$ cat src/rtl/score_table_pkg.sv
// Shared types and constants for the score_table leaderboard.
// Optional table clear input is enabled by SCORE_TABLE_CLEAR_EN.
package score_pkg;

    typedef enum logic [1:0] {
        IDLE,
        SCAN,
        INSERT
    } state_e;

    typedef enum logic [1:0] {
        ROW_HOLD,
        ROW_CAND,
        ROW_UPPER,
        ROW_SEED
    } row_sel_e;

    localparam logic [31:0] SEED_TOP_DEF = 32'h10;

    function automatic int score_w(input int digits);
        return 4 * digits;
    endfunction

    // A rank equal to the table depth means "not placed".
    function automatic int not_placed(input int depth);
        return depth;
    endfunction

endpackage

$ cat src/rtl/score_table_if.sv
// Handshake/read bundle between the score path and score_table.
// Carries clr only when SCORE_TABLE_CLEAR_EN is defined.
interface score_table_if
    import score_pkg::*;
#(
    parameter int DIGITS = 2,
    parameter int DEPTH  = 4
);
    localparam int SW = score_w(DIGITS);
    localparam int IW = $clog2(DEPTH);
    localparam int RW = $clog2(DEPTH + 1);

    logic          slime_die;
    logic [SW-1:0] score;
    logic [IW-1:0] rd_idx;
    logic [SW-1:0] rd_score;
    logic [SW-1:0] top_score;
    logic [SW-1:0] last_score;
    logic          busy;
    logic          done;
    logic [RW-1:0] rank;
    logic          dropped;
`ifdef SCORE_TABLE_CLEAR_EN
    logic          clr;
`endif

    modport master (
`ifdef SCORE_TABLE_CLEAR_EN
        output clr,
`endif
        output slime_die, score, rd_idx,
        input  rd_score, top_score, last_score,
        input  busy, done, rank, dropped
    );

    modport slave (
`ifdef SCORE_TABLE_CLEAR_EN
        input  clr,
`endif
        input  slime_die, score, rd_idx,
        output rd_score, top_score, last_score,
        output busy, done, rank, dropped
    );

endinterface

$ cat src/rtl/score_shift_row.sv
// One leaderboard entry: hold, take the candidate, take the row above,
// or return to its reset value.
module score_shift_row
    import score_pkg::*;
#(
    parameter int             SW      = 8,
    parameter logic [SW-1:0]  RST_VAL = '0
) (
    input  logic          clk,
    input  logic          rst,
    input  row_sel_e      sel_i,
    input  logic [SW-1:0] cand_i,
    input  logic [SW-1:0] upper_i,
    output logic [SW-1:0] q_o
);

    logic [SW-1:0] q_q;
    logic [SW-1:0] q_d;

    always_comb begin
        q_d = q_q;
        unique case (sel_i)
            ROW_HOLD:  q_d = q_q;
            ROW_CAND:  q_d = cand_i;
            ROW_UPPER: q_d = upper_i;
            ROW_SEED:  q_d = RST_VAL;
            default:   q_d = q_q;
        endcase
    end

    always_ff @(posedge clk or posedge rst) begin
        if (rst) q_q <= RST_VAL;
        else     q_q <= q_d;
    end

    assign q_o = q_q;

endmodule

$ cat src/rtl/score_table.sv
// Top-N BCD high-score table with a scan/insert FSM and registered read.
// Define SCORE_TABLE_CLEAR_EN to add the synchronous clr input.
module score_table
    import score_pkg::*;
#(
    parameter int          DIGITS   = 2,
    parameter int          DEPTH    = 4,
    parameter logic [31:0] SEED_TOP = SEED_TOP_DEF
) (
    input logic         clk,
    input logic         rst,
    score_table_if.slave bus
);

    localparam int SW = score_w(DIGITS);
    localparam int IW = $clog2(DEPTH);
    localparam int RW = $clog2(DEPTH + 1);
    localparam logic [RW-1:0] NP = RW'(not_placed(DEPTH));

    state_e        state_q;
    logic [IW-1:0] idx_q;
    logic [RW-1:0] pos_q;
    logic [SW-1:0] cand_q;
    logic [SW-1:0] last_q;
    logic [RW-1:0] rank_q;
    logic          busy_q;
    logic          done_q;
    logic          dropped_q;
    logic [SW-1:0] rd_q;

    logic [SW-1:0] ent [DEPTH];
    logic [SW-1:0] up  [DEPTH];
    row_sel_e      row_sel [DEPTH];
    logic          clr_go;

`ifdef SCORE_TABLE_CLEAR_EN
    assign clr_go = (state_q == IDLE) && bus.clr;
`else
    assign clr_go = 1'b0;
`endif

    always_comb begin
        for (int k = 0; k < DEPTH; k++) begin
            row_sel[k] = ROW_HOLD;
            if (clr_go) begin
                row_sel[k] = ROW_SEED;
            end else if (state_q == INSERT && pos_q < NP) begin
                if (RW'(k) == pos_q)     row_sel[k] = ROW_CAND;
                else if (RW'(k) > pos_q) row_sel[k] = ROW_UPPER;
            end
        end
    end

    for (genvar k = 0; k < DEPTH; k++) begin : g_row
        if (k == 0) begin : g_top
            assign up[k] = '0;
        end else begin : g_low
            assign up[k] = ent[k-1];
        end
        score_shift_row #(
            .SW      (SW),
            .RST_VAL ((k == 0) ? SW'(SEED_TOP) : '0)
        ) u_row (
            .clk     (clk),
            .rst     (rst),
            .sel_i   (row_sel[k]),
            .cand_i  (cand_q),
            .upper_i (up[k]),
            .q_o     (ent[k])
        );
    end

    always_ff @(posedge clk or posedge rst) begin
        if (rst) begin
            state_q   <= IDLE;
            idx_q     <= '0;
            pos_q     <= NP;
            cand_q    <= '0;
            last_q    <= '0;
            rank_q    <= NP;
            busy_q    <= 1'b0;
            done_q    <= 1'b0;
            dropped_q <= 1'b0;
        end else begin
            done_q    <= 1'b0;
            dropped_q <= 1'b0;
            unique case (state_q)
                IDLE: begin
                    if (clr_go) begin
                        last_q    <= '0;
                        rank_q    <= NP;
                        dropped_q <= bus.slime_die;
                    end else if (bus.slime_die) begin
                        last_q  <= bus.score;
                        cand_q  <= bus.score;
                        idx_q   <= '0;
                        busy_q  <= 1'b1;
                        state_q <= SCAN;
                    end
                end
                SCAN: begin
                    dropped_q <= bus.slime_die;
                    // Strict compare: equal scores keep their older slot.
                    if (cand_q > ent[idx_q]) begin
                        pos_q   <= RW'(idx_q);
                        state_q <= INSERT;
                    end else if (idx_q == IW'(DEPTH - 1)) begin
                        pos_q   <= NP;
                        state_q <= INSERT;
                    end else begin
                        idx_q <= idx_q + 1'b1;
                    end
                end
                INSERT: begin
                    dropped_q <= bus.slime_die;
                    rank_q    <= pos_q;
                    done_q    <= 1'b1;
                    busy_q    <= 1'b0;
                    state_q   <= IDLE;
                end
                default: state_q <= IDLE;
            endcase
        end
    end

    always_ff @(posedge clk or posedge rst) begin
        if (rst) begin
            rd_q <= '0;
        end else if (int'(bus.rd_idx) < DEPTH) begin
            rd_q <= ent[bus.rd_idx];
        end else begin
            rd_q <= '0;
        end
    end

    assign bus.rd_score   = rd_q;
    assign bus.top_score  = ent[0];
    assign bus.last_score = last_q;
    assign bus.busy       = busy_q;
    assign bus.done       = done_q;
    assign bus.rank       = rank_q;
    assign bus.dropped    = dropped_q;

endmodule

$ cat src/flat_wrapper.sv
// flat-port wrapper written by rule: the top's interface ports become plain ports
module score_table_flat import score_pkg::*;
#(
    parameter int          DIGITS   = 2,
    parameter int          DEPTH    = 4,
    parameter logic [31:0] SEED_TOP = SEED_TOP_DEF
)
  (clk, rst, bus_slime_die, bus_score, bus_rd_idx, bus_rd_score, bus_top_score, bus_last_score, bus_busy, bus_done, bus_rank, bus_dropped);
  score_table_if #(.DIGITS(DIGITS), .DEPTH(DEPTH)) bus_i ();
  input logic clk;
  input logic rst;
  input wire logic [$bits(bus_i.slime_die)-1:0] bus_slime_die;
  input wire logic [$bits(bus_i.score)-1:0] bus_score;
  input wire logic [$bits(bus_i.rd_idx)-1:0] bus_rd_idx;
  output wire logic [$bits(bus_i.rd_score)-1:0] bus_rd_score;
  output wire logic [$bits(bus_i.top_score)-1:0] bus_top_score;
  output wire logic [$bits(bus_i.last_score)-1:0] bus_last_score;
  output wire logic [$bits(bus_i.busy)-1:0] bus_busy;
  output wire logic [$bits(bus_i.done)-1:0] bus_done;
  output wire logic [$bits(bus_i.rank)-1:0] bus_rank;
  output wire logic [$bits(bus_i.dropped)-1:0] bus_dropped;
  assign bus_i.slime_die = bus_slime_die;
  assign bus_i.score = bus_score;
  assign bus_i.rd_idx = bus_rd_idx;
  assign bus_rd_score = bus_i.rd_score;
  assign bus_top_score = bus_i.top_score;
  assign bus_last_score = bus_i.last_score;
  assign bus_busy = bus_i.busy;
  assign bus_done = bus_i.done;
  assign bus_rank = bus_i.rank;
  assign bus_dropped = bus_i.dropped;
  score_table #(.DIGITS(DIGITS), .DEPTH(DEPTH), .SEED_TOP(SEED_TOP)) u_core (.clk(clk), .rst(rst), .bus(bus_i));
endmodule
$ cat config.mk
export PLATFORM = sky130hd
export DESIGN_NAME = score_table_flat
export DESIGN_NICKNAME = d
export VERILOG_FILES = /design/src/rtl/score_table_pkg.sv /design/src/rtl/score_table_if.sv /design/src/rtl/score_shift_row.sv /design/src/rtl/score_table.sv /design/src/flat_wrapper.sv
export SDC_FILE = /design/constraint.sdc
export NUM_CORES = 1
export LEC_CHECK = 0
export ABC_AREA = 0
export CORE_MARGIN = 2
export CORE_UTILIZATION = 47
export CTS_CLUSTER_DIAMETER = 60
export DETAILED_ROUTE_END_ITERATION = 10
export PLACE_DENSITY = 0.75
export SLEW_MARGIN = 20
export SYNTH_ARGS = -nofsm -noshare
export SYNTH_HDL_FRONTEND = slang
export SYNTH_SLANG_ARGS = --single-unit
$ cat constraint.sdc
create_clock -name clk -period 3.5 [get_ports clk]
set_input_delay 0.7 -clock clk [delete_from_list [all_inputs] [get_ports clk]]
set_output_delay 0.7 -clock clk [all_outputs]
set_load 0.05 [all_outputs]
## Yosys cells after proc, flatten, opt, wreduce, memory -nomap -nowiden

Index checks and enable logic that the tools add are counted.

- Flip-flop bits (word level): 61
- Bits of input ports: 13
- Output and inout port bits: 30
- Logic and storage cells: 98

- $add $sub $neg: 1
- Magnitude comparators: 8
- Equal/unequal tests: 22
- Multiplexer cells: 36
- Bitwise operators: 2
- Reduce and logical (&&, ||, !) cells: 16

Operators with widths:

| operator | number |
|---|---|
| 8-bit one-hot mux with 3 select lines | 4 |
| 2-bit 2-to-1 mux | 18 |
| 8-bit binary-select mux with 2-bit select | 2 |
| 8-bit 2-to-1 mux | 4 |
| 2-bit == test (second input constant) | 10 |
| 2-bit by 1-bit == test with 1-bit output (second input constant) | 5 |
| 2-bit logical NOT | 5 |
| 8-bit greater-than comparator | 1 |
| 2-bit one-hot mux with 2 select lines | 2 |
| 2-bit AND reduction | 4 |
| 2-bit by 3-bit == test with 1-bit output (first input constant) | 2 |
| 3-bit greater-or-equal comparator (second input constant) | 2 |
| 1-bit by 3-bit greater-than comparator with 1-bit output (first input constant) | 2 |
| 2-bit by 3-bit greater-than comparator with 1-bit output (first input constant) | 2 |
| 3-bit 2-to-1 mux | 2 |
| 2-bit inequality test (second input constant) | 3 |
| 2-bit NOT with 3-bit output | 2 |
| 2-bit nonzero test | 3 |
| 4-bit AND reduction | 1 |
| 1-bit by 3-bit == test with 1-bit output (first input constant) | 1 |
| 3-bit logical NOT | 1 |
| 3-bit less-than comparator (second input constant) | 1 |
| 1-bit 2-to-1 mux | 3 |
| 3-bit by 1-bit inequality test with 1-bit output (second input constant) | 1 |
| 4 further kinds | 4 |

## Longest topological paths before layout

- Word-level depth: 7
- Mapped depth: 10
- Gate-level depth less buffers: 9

## Cells and area by module

From an unflattened synthesis, not the netlist that was laid out.

- Cell total of the unflattened synthesis: 255
- Area total of the unflattened synthesis: 3387.0 µm²

By module, submodules not included:

| module | instances | cells an instance | area each (µm²) | seq. area each (µm²) |
|---|---|---|---|---|
| score_table | 1 | 138 | 1755.4 | 728.2 |
| score_shift_row (u_core.g_row[1].u_row ...) | 3 | 29 | 401.6 | 200.2 |
| score_shift_row (u_core.g_row[0].u_row) | 1 | 30 | 426.7 | 201.4 |

## Least setup slack after synthesis

No wires, ideal clock.

- Path kind: reg-to-reg
- Start: reg u_core.idx_q[0]
- End: reg u_core.idx_q[1]
- Library setup time: 130 ps
- Arrival: 2516 ps
- Data required time: 3370 ps
- Path slack: 854 ps
- Stages on the path, launching flop included: 11
- Buffers on the path: 1
- Period minus slack after synthesis: 2646 ps
- Cells stage by stage: dfrtp_1 buf_2 mux4_2 inv_1 ha_1 nor2b_1 o211ai_1 a211oi_1 or3_4 a211oi_1 o21ai_0

- Cells in the longest elaborated chain, start to end: 7
- Elaborated cells on any way between the ends: 13
- Classes of those cells: add/sub (1); order compare (1); eq/ne (3); mux (6); bitwise (1); reduce/logical (1)

Ends and longest elaborated chain:

| item | line | source |
|---|---|---|
| start: declaration | score_table.sv:21 | `logic [IW-1:0] idx_q;` |
| start signal: assignment | score_table.sv:111 | `idx_q <= idx_q + 1'b1;` |
| 2-bit NOT with 3-bit output (not written as such) | score_table.sv:104 | `if (cand_q > ent[idx_q]) begin` |
| 8-bit binary-select mux with 2-bit select | score_table.sv:104 |  |
| 8-bit 2-to-1 mux (not written as such) (2 in series) | score_table.sv:104 |  |
| 8-bit greater-than comparator | score_table.sv:104 |  |
| 2-bit inequality test (no source line) | - |  |
| 4-bit AND reduction (no source line) | - |  |

Parallel ways exist; a longest one is shown, timed or not. The select of a mux whose other input is x is not followed.
A chain may end at the register's enable or synchronous reset.

## Final worst setup path

- Start: reg u_core.idx_q[0]
- End: reg u_core.state_q[0]

- Cells in the longest elaborated chain, start to end: 7
- Elaborated cells on any way between the ends: 10
- Classes of those cells: order compare (1); eq/ne (2); mux (5); bitwise (1); reduce/logical (1)

Ends and longest elaborated chain:

| item | line | source |
|---|---|---|
| 2-bit NOT with 3-bit output (not written as such) | score_table.sv:104 |  |
| 8-bit binary-select mux with 2-bit select | score_table.sv:104 |  |
| 8-bit 2-to-1 mux (not written as such) (2 in series) | score_table.sv:104 |  |
| 8-bit greater-than comparator | score_table.sv:104 |  |
| 2-bit 2-to-1 mux or 3-bit by 1-bit inequality test with 1-bit output (tied branches) | - |  |
| 2-bit one-hot mux with 2 select lines or 2-bit AND reduction (tied branches) | - |  |
| end signal: assignment | score_table.sv:98 | `state_q <= SCAN;` |
| end signal: assignment | score_table.sv:106 | `state_q <= INSERT;` |
| end signal: assignment | score_table.sv:109 | `state_q <= INSERT;` |
| end: declaration | score_table.sv:20 | `state_e state_q;` |

Parallel ways exist; a longest one is shown, timed or not. The select of a mux whose other input is x is not followed.

==> summary.txt <==
crit path setup slack, layout: 0.4624 ns
Rel. slew slack: 0.4558
DRT iter0 DRCs: 130
Yosys Warn Count: 0
Std-Cell Rows: 29
die height: 85.86 um
Hold Buf Count CTS: 0
Vias: 2,169
crit-path max cell delay: 0.77 ns
largest net degree at the start of global routing: 62
DRT Wirelength: 6.609 mm
unrepaired setup endpoints after global routing: false
clk sinks: 61
ANT nets after route: 0
GR peak layer: met2
Core ar.: 0.006422 mm^2
root buffer cell: clkbuf_8
multi-input logic area: 0.001453 mm^2
post-synthesis sequential area ratio: 0.4859
CTS tree: built
# IOs: 43
vias per std cell: 5.769
Sum Neg Setup Slack: 0 ns
number of global-route vias before repair: 2,094
worst-path fanout max: 14
Final setup viols: 0
count leader, synth: dfrtp_1
# DRC: 1
worst endpoint required time: 3.72 ns
share of cells above drive strength 1: 0.1940
Ant. Diodes: 0
Mean Syn Cell Area: 12.02 um^2
Synth top area share: 0.4609
DR pass1 iterations: 7
Synth Instances: 262
crit-path cells: mux4_2 -> inv_1 -> ha_1 -> nor2b_1 -> o211ai_1 -> a211oi_1 -> nor4b_1 -> nand2b_1 -> a21oi_1
clock buffer depth: 2
die width: 85.86 um
total congestion overflow: 0
fill count: 532
most frequent cells after synthesis: dfrtp_1, mux2i_1, a21oi_1, nor2_1, mux2_2
count of cell types in the netlist: 31
failing checks: design-rule violations
GRT Total Usage: 0.1984
layout net count: 320
WL/cell: 17.58 um
Synth Net Count: 287
Post-CTS Setup Bufs: 0
Final Max Tran Viols: 0
Post-synth EDFFs: 0
Primary FF master, synth: dfrtp_1
input/output buffers: 42
Max-Cap Viols: 0
FMAX: 329.2 MHz
initial antenna violation count: 0
Setup Skew: 0.006986 ns
later-pin clock latency in the skew report: 0.34 ns
Worst Setup End Kind: flip-flop
Synth area leader: dfrtp_1
post-detail-place hpwl: 4.308 mm
Tmin final: 3.038 ns
Setup WS pre-CTS: 0.4935 ns
Crit Path Class: reg -> reg
H-tree levels: 3
Reg area: 0.001530 mm^2
synthesized cell area: 0.003149 mm^2
Area Growth Syn to Fin: 18.79%
ys async rst share: 1.000
CP startpoint kind: flip-flop
GR met1 Demand/Resource: 0.2763
Slowest-stage cell, CP: dfrtp_1
outcome: finished, violations left
Placer Congestion: 0.8027
met3 usage: 0.04812
full die area: 0.007371 mm^2
flops & latches, synth: 61
Final Hold Viols: 0
cts repair resizes: 0
period utilisation layout: 0.8679
Worst Hold Class: reg -> reg
GR Util met2: 0.3047
clk slew on worst S/H paths: 0.07 ns
Worst Path Arrival: 3.26 ns
first-pass GRT wire length: 11.01 mm
top post-synthesis cells by area: dfrtp_1, mux4_2, mux2i_1, mux2_2, ha_1
TritonCTS buffer count: 9
worst-margin pin slew: 0.8163 ns
Initial Util: 0.4904
[worst paths after layout]
check / from / slack, ns / cells past startpoint / endpoint
setup / recovery: u_core.idx_q[0] / 0.46 / 9 / u_core.state_q[0]
min in group asynchronous: rst / 0.88 / 3 / u_core.g_row[0].u_row.q_o[5]
hold / removal: u_core.g_row[3].u_row.q_o[0] / 0.51 / 2 / u_core.g_row[3].u_row.q_o[0]
hold reg to reg: u_core.g_row[3].u_row.q_o[0] / 0.51 / 2 / u_core.g_row[3].u_row.q_o[0]
max in group asynchronous: rst / 2.07 / 3 / u_core.g_row[3].u_row.q_o[4]
setup reg to reg: u_core.idx_q[0] / 0.46 / 9 / u_core.state_q[0]
[critical path, delay by kind of cell, from the launching register on]
family                     cells  cell delay, ns
AOI/OAI and AO/OA              3            0.35
adders and majority gates      1            0.23
buffers and inverters          1            0.07
DFF                            1            0.77
muxes                          1            0.59
and+or+nand+nor                3            0.90
[final cells by class]
type	count	area share
clock buffers	14	0.04615
clock inverters	1	0.001338
inverters	13	0.01304
multi-input cells	166	0.3883
flip-flops and latches	61	0.4090
well taps	77	0.02575
repair buffers	44	0.1164
[layer usage]
layer,vias to the layer above,part of all wire
met5,-,0
met4,0,0.017
met3,7,0.041
met2,56,0.49
met1,1120,0.45
li1,986,-
[through the flow]
stage | instances | hold WS (ns) | util | instance area (um^2)
floorplan | 262 | 0.4612 | - | 3149
global placement | 361 | 0.4791 | 0.5548 | 3563
detailed placement | 361 | 0.4908 | 0.5548 | 3563
CTS | 376 | 0.5025 | 0.5825 | 3741
global route | 376 | 0.5462 | 0.5825 | 3741
finish | 376 | 0.5064 | 0.5825 | 3741
[sequential cells by signal (all words and copies together) (netlist names)]
register,cells
u_core.idx_q,2
u_core.g_row.u_row.q_o,32
u_core.bus.done,1
u_core.bus.dropped,1
u_core.state_q,2
u_core.bus.busy,1
u_core.bus.last_score,8
u_core.pos_q,3
u_core.bus.rank,3
u_core.bus.rd_score,8
[kinds of logic after synthesis]
| kind of cell | count (synthesis) | share of synthesized area |
|---|---|---|
| DFF | 61 | 0.4859 |
| muxes | 59 | 0.2586 |
| and+or+nand+nor | 50 | 0.07390 |
| AOI/OAI and AO/OA | 45 | 0.08105 |
| buffers and inverters | 35 | 0.05284 |
| adders and majority gates | 12 | 0.04767 |
[cells in the final DEF (no fill, tap or decap), types with 14 or more instances in the layout]
cell type	netlist	final
mux4_2	16	16
clkdlybuf4s50_1	0	42
nand2_1	14	14
mux2i_1	24	24
mux2_2	19	19
dfrtp_1	58	58
a21oi_1	23	23
nor2_1	23	23
Power is not shown: default switching activity piles up to over one toggle a cycle in this logic, so the estimate is an artifact.
